===== src/rtl/rh_pkg.sv =====
// Shared definitions for the rhythm-game blocks (score loader consumers,
// beat timing, scoring).
//   - Note code constants (rest, end marker)
//   - Tracker FSM state encoding
//   - Common widths for tempo and note codes
package rh_pkg;

  localparam int TEMPO_W = 26;
  localparam int NOTE_W  = 4;

  localparam logic [NOTE_W-1:0] NOTE_REST = 4'h0;
  localparam logic [NOTE_W-1:0] NOTE_END  = 4'hF;

  typedef enum logic [1:0] {
    IDLE = 2'd0,
    PLAY = 2'd1,
    DONE = 2'd2
  } state_t;

  // A scorable note is anything that is neither a rest nor the end marker.
  function automatic logic is_pitch(input logic [NOTE_W-1:0] note);
    return (note != NOTE_REST) && (note != NOTE_END);
  endfunction

endpackage


===== src/rtl/beat_timer.sv =====
// Free-running beat counter: counts 0..tempo-1 and wraps.
// Ports:
//   clk, reset_n   clock, asynchronous active-low reset
//   clear          synchronous clear to 0 (has priority over counting)
//   tempo          beat length in clk cycles (caller holds it stable)
//   beat_end       high while count == tempo-1 (last cycle of the beat)
//   count          current position inside the beat
module beat_timer
  import rh_pkg::*;
(
  input  logic               clk,
  input  logic               reset_n,
  input  logic               clear,
  input  logic [TEMPO_W-1:0] tempo,
  output logic               beat_end,
  output logic [TEMPO_W-1:0] count
);

  logic [TEMPO_W-1:0] count_q;

  assign beat_end = (count_q == (tempo - {{(TEMPO_W-1){1'b0}}, 1'b1}));
  assign count    = count_q;

  always_ff @(posedge clk or negedge reset_n) begin
    if (!reset_n) begin
      count_q <= '0;
    end else if (clear || beat_end) begin
      count_q <= '0;
    end else begin
      count_q <= count_q + {{(TEMPO_W-1){1'b0}}, 1'b1};
    end
  end

endmodule


===== src/rtl/score_tracker.sv =====
// Judges each beat of a song as hit or miss by comparing the player's
// detected pitch with the note at the judgement position, and keeps the
// score / streak / tally registers shown by the overlay.
// Ports:
//   clk, reset_n      clock, asynchronous active-low reset
//   start             one-cycle (re)start pulse, shared with the loader
//   tempo             beat length in cycles, sampled on start
//   judge_note        note currently at the judgement position
//   song_done         loader reports the end marker reached position 0
//   det_note/valid    pitch detector output
//   playing           high while in PLAY
//   score, streak, best_streak, hits, misses   saturating tallies
//   judge_valid       one-cycle pulse the cycle after a scored beat end;
//                     judge_hit is meaningful with it and held afterwards
//                     (no back-pressure: consumers must take it that cycle)
//   state_dbg         current FSM state
//   beat_count_dbg    current position inside the beat
module score_tracker
  import rh_pkg::*;
#(
  parameter int HIT_SHIFT   = 2,
  parameter int BASE_POINTS = 10,
  parameter int STREAK_STEP = 3,
  parameter int MAX_MULT    = 4
) (
  input  logic               clk,
  input  logic               reset_n,
  input  logic               start,
  input  logic [TEMPO_W-1:0] tempo,
  input  logic [NOTE_W-1:0]  judge_note,
  input  logic               song_done,
  input  logic [NOTE_W-1:0]  det_note,
  input  logic               det_valid,
  output logic               playing,
  output logic [15:0]        score,
  output logic [7:0]         streak,
  output logic [7:0]         best_streak,
  output logic [9:0]         hits,
  output logic [9:0]         misses,
  output logic               judge_valid,
  output logic               judge_hit,
  output logic [1:0]         state_dbg,
  output logic [TEMPO_W-1:0] beat_count_dbg
);

  state_t state_q, state_d;

  logic [TEMPO_W-1:0] tempo_q;
  logic [TEMPO_W-1:0] match_cnt;
  logic [TEMPO_W-1:0] threshold;
  logic [TEMPO_W:0]   match_total;
  logic               beat_end, beat_tick, timer_clear;
  logic               match_now, hit_now, judge_now;
  logic [7:0]         streak_hi, mult, streak_inc;
  logic [16:0]        points, score_sum;

  assign playing   = (state_q == PLAY);
  assign state_dbg = state_q;

  // ---------------- FSM ----------------
  always_ff @(posedge clk or negedge reset_n) begin
    if (!reset_n) state_q <= IDLE;
    else          state_q <= state_d;
  end

  always_comb begin
    state_d = state_q;
    case (state_q)
      IDLE: if (start) state_d = PLAY;
      PLAY: begin
        if (start)
          state_d = PLAY;
        else if (song_done || (beat_end && judge_note == NOTE_END))
          state_d = DONE;
      end
      DONE: if (start) state_d = PLAY;
      default: state_d = IDLE;
    endcase
  end

  // ---------------- beat timing ----------------
  always_ff @(posedge clk or negedge reset_n) begin
    if (!reset_n)   tempo_q <= '0;
    else if (start) tempo_q <= tempo;
  end

  // Held at zero outside PLAY so the first beat after start is a full beat.
  assign timer_clear = start || !playing;

  beat_timer u_beat_timer (
    .clk      (clk),
    .reset_n  (reset_n),
    .clear    (timer_clear),
    .tempo    (tempo_q),
    .beat_end (beat_end),
    .count    (beat_count_dbg)
  );

  // start wins over a coinciding beat end
  assign beat_tick = playing && beat_end && !start;

  // ---------------- judgement ----------------
  assign match_now   = det_valid && (det_note == judge_note);
  // The beat-end cycle itself counts toward the match total.
  assign match_total = {1'b0, match_cnt} + {{TEMPO_W{1'b0}}, match_now};
  assign threshold   = tempo_q >> HIT_SHIFT;
  assign hit_now     = (match_total >= {1'b0, threshold});
  assign judge_now   = beat_tick && !song_done && is_pitch(judge_note);

  always_ff @(posedge clk or negedge reset_n) begin
    if (!reset_n) begin
      match_cnt <= '0;
    end else if (start || !playing || beat_tick) begin
      match_cnt <= '0;
    end else if (match_now && (match_cnt != '1)) begin
      match_cnt <= match_cnt + {{(TEMPO_W-1){1'b0}}, 1'b1};
    end
  end

  // ---------------- scoring arithmetic ----------------
  // Multiplier uses the streak before this hit is counted.
  assign streak_hi  = streak >> STREAK_STEP;
  assign mult       = (streak_hi >= 8'(MAX_MULT - 1)) ? 8'(MAX_MULT)
                                                      : streak_hi + 8'd1;
  assign points     = 17'(BASE_POINTS) * {9'd0, mult};
  assign score_sum  = {1'b0, score} + points;
  assign streak_inc = (streak == 8'hFF) ? streak : streak + 8'd1;

  always_ff @(posedge clk or negedge reset_n) begin
    if (!reset_n) begin
      score       <= '0;
      streak      <= '0;
      best_streak <= '0;
      hits        <= '0;
      misses      <= '0;
      judge_valid <= 1'b0;
      judge_hit   <= 1'b0;
    end else if (start) begin
      score       <= '0;
      streak      <= '0;
      best_streak <= '0;
      hits        <= '0;
      misses      <= '0;
      judge_valid <= 1'b0;
      judge_hit   <= 1'b0;
    end else begin
      judge_valid <= judge_now;
      if (judge_now) begin
        judge_hit <= hit_now;
        if (hit_now) begin
          score  <= score_sum[16] ? 16'hFFFF : score_sum[15:0];
          streak <= streak_inc;
          hits   <= (hits == 10'h3FF) ? hits : hits + 10'd1;
          if (streak_inc > best_streak) best_streak <= streak_inc;
        end else begin
          streak <= '0;
          misses <= (misses == 10'h3FF) ? misses : misses + 10'd1;
        end
      end
    end
  end

endmodule


===== config.mk =====
export PLATFORM = sky130hd
export DESIGN_NAME = score_tracker
export DESIGN_NICKNAME = d
export VERILOG_FILES = /design/src/rtl/rh_pkg.sv /design/src/rtl/beat_timer.sv /design/src/rtl/score_tracker.sv
export SDC_FILE = /design/constraint.sdc
export NUM_CORES = 1
export LEC_CHECK = 0
export ABC_AREA = 1
export ABC_CLOCK_PERIOD_IN_PS = 6200
export CAP_MARGIN = 30
export CORE_MARGIN = 2
export CORE_UTILIZATION = 36
export CTS_CLUSTER_SIZE = 8
export DETAILED_ROUTE_END_ITERATION = 10
export PLACE_DENSITY_LB_ADDON = 0.2
export SETUP_SLACK_MARGIN = 0.15
export SKIP_LAST_GASP = 1
export SLEW_MARGIN = 20
export SYNTH_ARGS = -nofsm -noshare
export SYNTH_HDL_FRONTEND = slang
export SYNTH_SLANG_ARGS = --single-unit

===== constraint.sdc =====
create_clock -name clk -period 6.2 [get_ports clk]
set_input_delay 0.62 -clock clk [delete_from_list [all_inputs] [get_ports clk]]
set_output_delay 0.62 -clock clk [all_outputs]
set_load 0.02 [all_outputs]

==> results of run 1 <==
## through the flow
step | cells | util (%) | hold WS [ps] | total power [uW]
floorplan | 1379 | - | 324 | 1200
global placement | 1818 | 42.2 | 504 | 1350
detailed placement | 1818 | 42.2 | 505 | 1350
CTS | 1850 | 44.6 | 212 | 2450
global route | 1852 | 44.7 | 245 | 2540
finish | 1852 | 44.7 | 199 | 2430
## final cells by class
cell class	instances	area, um2	area share [%]
Multi-Input combinational cell	1059	5710	47.7
Sequential cell	134	3350	28.0
Timing Repair Buffer	126	1270	10.6
Inverter	160	601	5.01
Clock buffer	20	457	3.81
Tap cell	341	427	3.56
Clock inverter	12	165	1.38
## placed cells by master, fill, tap and decap left out, types with 3 or more instances in the layout
| cell type | Yosys | final |
|---|---|---|
| nor2_2 | 6 | 6 |
| conb_1 | 1 | 7 |
| bufinv_16 | 0 | 3 |
| o21ai_1 | 10 | 9 |
| nor4_1 | 8 | 8 |
| inv_1 | 155 | 155 |
| xnor2_1 | 26 | 26 |
| buf_4 | 3 | 3 |
| dfrtp_1 | 134 | 134 |
| ha_1 | 56 | 56 |
| o21a_1 | 3 | 3 |
| a21oi_1 | 36 | 36 |
| clkbuf_16 | 0 | 17 |
| inv_6 | 0 | 4 |
| nor3_2 | 3 | 3 |
| a211oi_1 | 3 | 3 |
| nor3_1 | 34 | 34 |
| inv_2 | 5 | 5 |
| nand3_2 | 4 | 4 |
| nand4_1 | 25 | 25 |
| nor2_1 | 187 | 187 |
| o21ai_0 | 67 | 67 |
| nand3b_1 | 6 | 6 |
| nor3b_1 | 7 | 7 |
| nand2_1 | 356 | 356 |
| clkdlybuf4s50_1 | 0 | 119 |
| nand2_2 | 7 | 7 |
| nand3_1 | 102 | 102 |
| nor2_4 | 7 | 7 |
| or2_2 | 7 | 7 |
| xor2_1 | 74 | 74 |
## registers in the layout, indices dropped and copies added, names as in the netlist
register	flops
hits	10
state_dbg	2
best_streak	8
streak	8
judge_valid	1
match_cnt	26
tempo_q	26
misses	10
u_beat_timer.count	26
judge_hit	1
score	16
## logic make-up (layout without fill, tap and decap cells)
group | count (synthesis) | count (layout) | share of synthesized area [%]
xor+xnor | 102 | 102 | 9.37
compound gates | 132 | 132 | 7.30
other cells | 1 | 7 | 0.0384
buf+inv | 186 | 318 | 7.58
fa+ha+maj | 57 | 57 | 7.38
simple gates | 761 | 761 | 34.0
flops | 134 | 134 | 34.3
## report_power, final
group	internal (uW)	total [uW]	switching [uW]
sequential	913	969	56.2
clock	662	1080	421
combinational	148	374	226
total	1720	2430	703
## worst paths after layout
check,endpoint,slack [ps],cells after the start
worst max-delay path,score[2],1260,26
worst min-delay path,match_cnt[8],200,1
worst max register to register,score[2],2190,16
worst min register to register,score[7],510,2
max in group asynchronous,u_beat_timer.count[18],4870,3
min in group clk,score[7],510,2
## per-layer routing
layer / up-vias / track usage [%]
met5: - / 0
met4: 0 / 4.99
met3: 32 / 3.34
met2: 179 / 33.0
met1: 4210 / 27.6
li1: 4667 / -
==> results.py, run 1 <==
metrics = {
    "timing": {
        "final.setup.tns_ps": 0,
        "worst_slew_pin_slew_ps": 878,
        "setup-violations-final": 0,
        "grt_setup_unrepaired": "no",
        "slew_headroom_pct": 40.9,
        "final-max-slew-violation-count": 0,
        "fin_crit_sh_pct": 79.6,
        "max_freq_ghz": 0.203,
        "report.final.hold_viol_count": 0,
        "final_critical_path_setup_slack_ps": 1260,
        "fin_crit_ps": 4940,
        "fin_worst_skew_ps": 13.4,
    },
    "synth": {
        "synth-async-reset-ratio_pct": 100,
        "synth.area.top_cells": "dfrtp_1 (34%), nand2_1 (14%), nor2_1 (7.2%)",
        "yosys.area.top_type_share_pct": 34.3,
        "synth_ff_type": "dfrtp_1",
        "synth_common_cells": "nand2_1 (356), nor2_1 (187), inv_1 (155), dfrtp_1 (134), nand3_1 (102)",
        "synth.ff_latch_count": 134,
        "synthesis.yosys.warnings": 0,
        "postSynthCellCount": 1373,
        "synth.most_common_cell": "nand2_1",
        "synthDominantAreaCellType": "dfrtp_1",
        "post_synth_instance_area_um2": 9770,
        "post_synth_num_cell_types": 46,
        "share_of_the_yosys_chip_area_belonging_to_registers_pct": 34.3,
        "synth.avg_cell_area_um2": 7.12,
        "synth_edf_count": 0,
    },
    "clocking": {
        "ctsHoldBuffers": 0,
        "numClockSinks": 134,
        "root_buffer": "clkbuf_16",
        "cts_inserted_buffers": 17,
        "cts_tree": "built",
        "clock_latency_ps": 430,
        "postCtsSetupBuffers": 0,
        "clock_tree.buffer_depth": 2,
        "h-tree-depth": 4,
        "clkSlewWorstSetupHoldPaths_ps": 60,
        "cts_resized": 0,
    },
    "route": {
        "firstDrtPassIters": 5,
        "post-route-drc-count": 0,
        "met2RoutedLength_um": 13000,
        "dr_total_vias": 9088,
        "drt-total-wl_um": 27900,
        "drt_iter0_drc": 590,
        "dr.max_layer_used": "met4",
        "wl_met1_um": 13400,
        "drtAntennaViolNets": 0,
        "dr_wl_met3_um": 1060,
        "avgRoutedWirePerCell_um": 15.1,
        "vias_per_cell": 4.91,
    },
    "worst_setup_path": {
        "crit_path_start": "judge_note[0]",
        "worst_path_largest_cell_delay_ps": 490,
        "crit_buf_inv": 5,
        "start_to_end_type_of_the_worst_setup_path": "in -> reg",
        "critPathRequiredTime_ps": 6530,
        "arrival_ps": 5270,
        "crit_family": "simple AND/OR/NAND/NOR gates",
        "timing.critical_path.mode_cell": "nand2_1",
        "critical_path.slowest_cell": "clkdlybuf4s50_1",
        "end_kind": "flop",
        "worstPathMaxFanout": 29,
        "r2r-start": "streak[4]",
        "start_kind": "primary input",
    },
    "flow_run": {
        "max_cap_violations": 0,
    },
    "cells_and_area": {
        "num_antenna_cells": 0,
        "nets": 1594,
        "finalInstanceArea_um2": 12000,
        "fillCellCount": 2685,
        "syn_to_final_growth_pct": 22.6,
        "drive_gt1_share_pct": 5.49,
    },
    "floorplanning": {
        "io-pin-count": 122,
        "area_inside_the_core_boundary_um2": 26800,
        "initial_utilization_pct": 36.5,
        "floorplan.die_area_um2": 28500,
        "die_w_um": 169,
        "std_cell_rows": 60,
        "die_height_um": 169,
    },
    "grt": {
        "grt_antenna_before_repair": 0,
        "global_route.overflow_total": 0,
        "grtUsageTotal_pct": 20.1,
        "maximum_number_of_pins_on_one_net_before_global_route_repair": 73,
        "grt_pass1_vias": 8717,
        "grt_pass1_wl_um": 45600,
    },
    "placed_design": {
        "port_buffers": 121,
        "placer_congestion_estimate": 0.900,
        "place_ws_ps": 874,
        "postPlaceCellArea_um2": 11300,
        "post_detailed_placement_half_perimeter_wirelength_um": 21600,
    },
    "status": {
        "outcome": "completed",
    },
    "pwr": {
        "ir_drop_mv": 0.162,
        "power_density_nw_per_um2": 202,
        "leakagePower_uw": 0.00558,
    },
    "hold_path": {
        "holdCritPathClass": "in -> async",
    },
}
Power figures use the tool's default switching activity.
==> run 2, diff against run 1 <==
--- a/config.mk
+++ b/config.mk
@@ -6,7 +6,7 @@
 export NUM_CORES = 1
 export LEC_CHECK = 0
 export ABC_AREA = 1
-export ABC_CLOCK_PERIOD_IN_PS = 6200
+export ABC_CLOCK_PERIOD_IN_PS = 4080
 export CAP_MARGIN = 30
 export CORE_MARGIN = 2
 export CORE_UTILIZATION = 36
==> constraint.sdc (replaced) <==
create_clock -name clk -period 4.08 [get_ports clk]
set_input_delay 0.408 -clock clk [delete_from_list [all_inputs] [get_ports clk]]
set_output_delay 0.408 -clock clk [all_outputs]
set_load 0.02 [all_outputs]
==> run 2 against run 1 <==
Combinational power up 59%. Count of clock-buffer cells in the layout down 2. Clock skew about the same. Total power up 46%. Via count up 2.1%. Cell count up 2.3%. Critical path depth up 2. Non-clock buffer count up 43. Flip-flop and latch count unchanged. Critical path type unchanged. Largest power group is now sequential cells.
==> results.py, run 2 (synthesized netlist as in run 1, its figures left out) <==
metrics = {
    "status": {
        "outcome": "completed",
    },
    "timing": {
        "grt_setup_unrepaired": "no",
        "max_freq_ghz": 0.270,
        "final_critical_path_setup_slack_ps": 381,
        "final.setup.tns_ps": 0,
        "final-max-slew-violation-count": 0,
        "worst_slew_pin_slew_ps": 941,
        "report.final.hold_viol_count": 0,
        "fin_worst_skew_ps": 13.8,
        "fin_crit_sh_pct": 90.7,
        "slew_headroom_pct": 36.7,
        "fin_crit_ps": 3700,
        "setup-violations-final": 0,
    },
    "grt": {
        "maximum_number_of_pins_on_one_net_before_global_route_repair": 91,
        "grtUsageTotal_pct": 20.1,
        "grt_antenna_before_repair": 0,
        "grt_pass1_wl_um": 45700,
        "global_route.overflow_total": 0,
        "grt_pass1_vias": 9070,
    },
    "route": {
        "drt-total-wl_um": 28200,
        "dr_total_vias": 9283,
        "avgRoutedWirePerCell_um": 14.9,
        "drt_iter0_drc": 556,
        "vias_per_cell": 4.90,
        "post-route-drc-count": 0,
        "drtAntennaViolNets": 0,
        "firstDrtPassIters": 5,
    },
    "pwr": {
        "ir_drop_mv": 0.269,
        "leakagePower_uw": 0.00582,
        "power_density_nw_per_um2": 284,
    },
    "placed_design": {
        "placer_congestion_estimate": 0.904,
        "placed_cells_incl_taps": 1857,
        "place_ws_ps": -603,
        "port_buffers": 121,
        "postPlaceCellArea_um2": 11700,
        "post_detailed_placement_half_perimeter_wirelength_um": 21400,
    },
    "floorplanning": {
        "std_cell_rows": 60,
        "die_height_um": 169,
        "area_inside_the_core_boundary_um2": 26800,
        "die_w_um": 169,
        "io-pin-count": 122,
        "initial_utilization_pct": 36.5,
        "floorplan.die_area_um2": 28500,
    },
    "cells_and_area": {
        "nets": 1638,
        "fillCellCount": 2696,
        "area.sequential_um2": 3350,
        "layout.cells.most_common": "nand2_1",
        "num_antenna_cells": 0,
        "syn_to_final_growth_pct": 27.0,
        "layout_common_cells": "nand2_1 (352), nor2_1 (183), inv_1 (153)",
        "drive_gt1_share_pct": 9.66,
        "combined_area_of_the_multi_input_logic_cells_um2": 5830,
        "finalInstanceArea_um2": 12400,
        "final_cell_count_no_fill": 1894,
    },
    "clocking": {
        "root_buffer": "clkbuf_16",
        "clkSlewWorstSetupHoldPaths_ps": 60,
        "cts_tree": "built",
        "cts_inserted_buffers": 17,
        "numClockSinks": 134,
        "ctsHoldBuffers": 0,
        "clock_latency_ps": 430,
        "clock_tree.buffer_depth": 2,
        "h-tree-depth": 4,
    },
    "worst_setup_path": {
        "start_to_end_type_of_the_worst_setup_path": "in -> reg",
        "start_kind": "primary input",
        "arrival_ps": 4060,
        "critPathRequiredTime_ps": 4450,
        "worstPathMaxFanout": 7,
        "critical_path.slowest_cell": "ha_1",
        "worst_path_largest_cell_delay_ps": 320,
        "end_kind": "flop",
        "timing.critical_path.mode_cell": "nand2_1",
    },
    "flow_run": {
        "max_cap_violations": 0,
    },
    "hold_path": {
        "holdCritPathClass": "in -> async",
    },
}
run 2: cell type report:
cell class                      count  area share, %
Multi-Input combinational cell   1059           47.0
Sequential cell                   134           27.0
Timing Repair Buffer              169           13.2
Inverter                          160           4.91
Clock buffer                       18           3.54
Tap cell                          341           3.44
Clock inverter                     12          0.857
Timing Repair inverter              1         0.0605
run 2: final timing paths:
path	depth (start not counted)	from	slack, ps	endpoint
worst min-delay path	1	reset_n	90	match_cnt[7]
min in group clk	2	judge_hit	470	judge_hit
max in group asynchronous	2	reset_n	3120	u_beat_timer.count[17]
worst max-delay path	28	judge_note[0]	380	hits[2]
worst min register to register	2	judge_hit	470	judge_hit
worst max register to register	17	streak[3]	450	score[2]
run 2: metal layers:
layer | GRT usage (%) | routed length [um] | vias to the layer above
met5 | 0 | 0 | -
met4 | 7.46 | 735 | 0
met3 | 3.41 | 1100 | 48
met2 | 32.5 | 12900 | 196
met1 | 27.0 | 13400 | 4282
li1 | - | - | 4757
run 2: timing repair:
| item | 4_1_cts | 5_1_grt |
|---|---|---|
| cloned | 0 | 2 |
| buffers inserted | 1 | 4 |
| resized for setup | 12 | 34 |
| setup endpoints to repair | 53 | 53 |
| pin swaps | 2 | 17 |
run 2: stage by stage:
| step | util (%) | power [uW] | hold slack [ps] |
|---|---|---|---|
| global placement | 43.5 | 2070 | 456 |
| finish | 46.3 | 3530 | 87.0 |
| global route | 46.3 | 3700 | 156 |
| detailed placement | 43.5 | 2070 | 459 |
| floorplan | - | 1820 | 112 |
| CTS | 45.6 | 3540 | 105 |
run 2: report_power, final:
part / total [uW] / internal (uW) / switching (uW) / leakage (uW)
clock network: 1470 / 845 / 621 / 0.000260
logic: 594 / 236 / 358 / 0.00375
registers: 1470 / 1390 / 83.4 / 0.00181
run 2: critical path, delay by kind of cell:
kind / cells / cell delay, ps
simple gates: 16 / 1760
compound gates: 1 / 120
xor+xnor: 1 / 150
buf+inv: 7 / 900
fa+ha+maj: 3 / 720
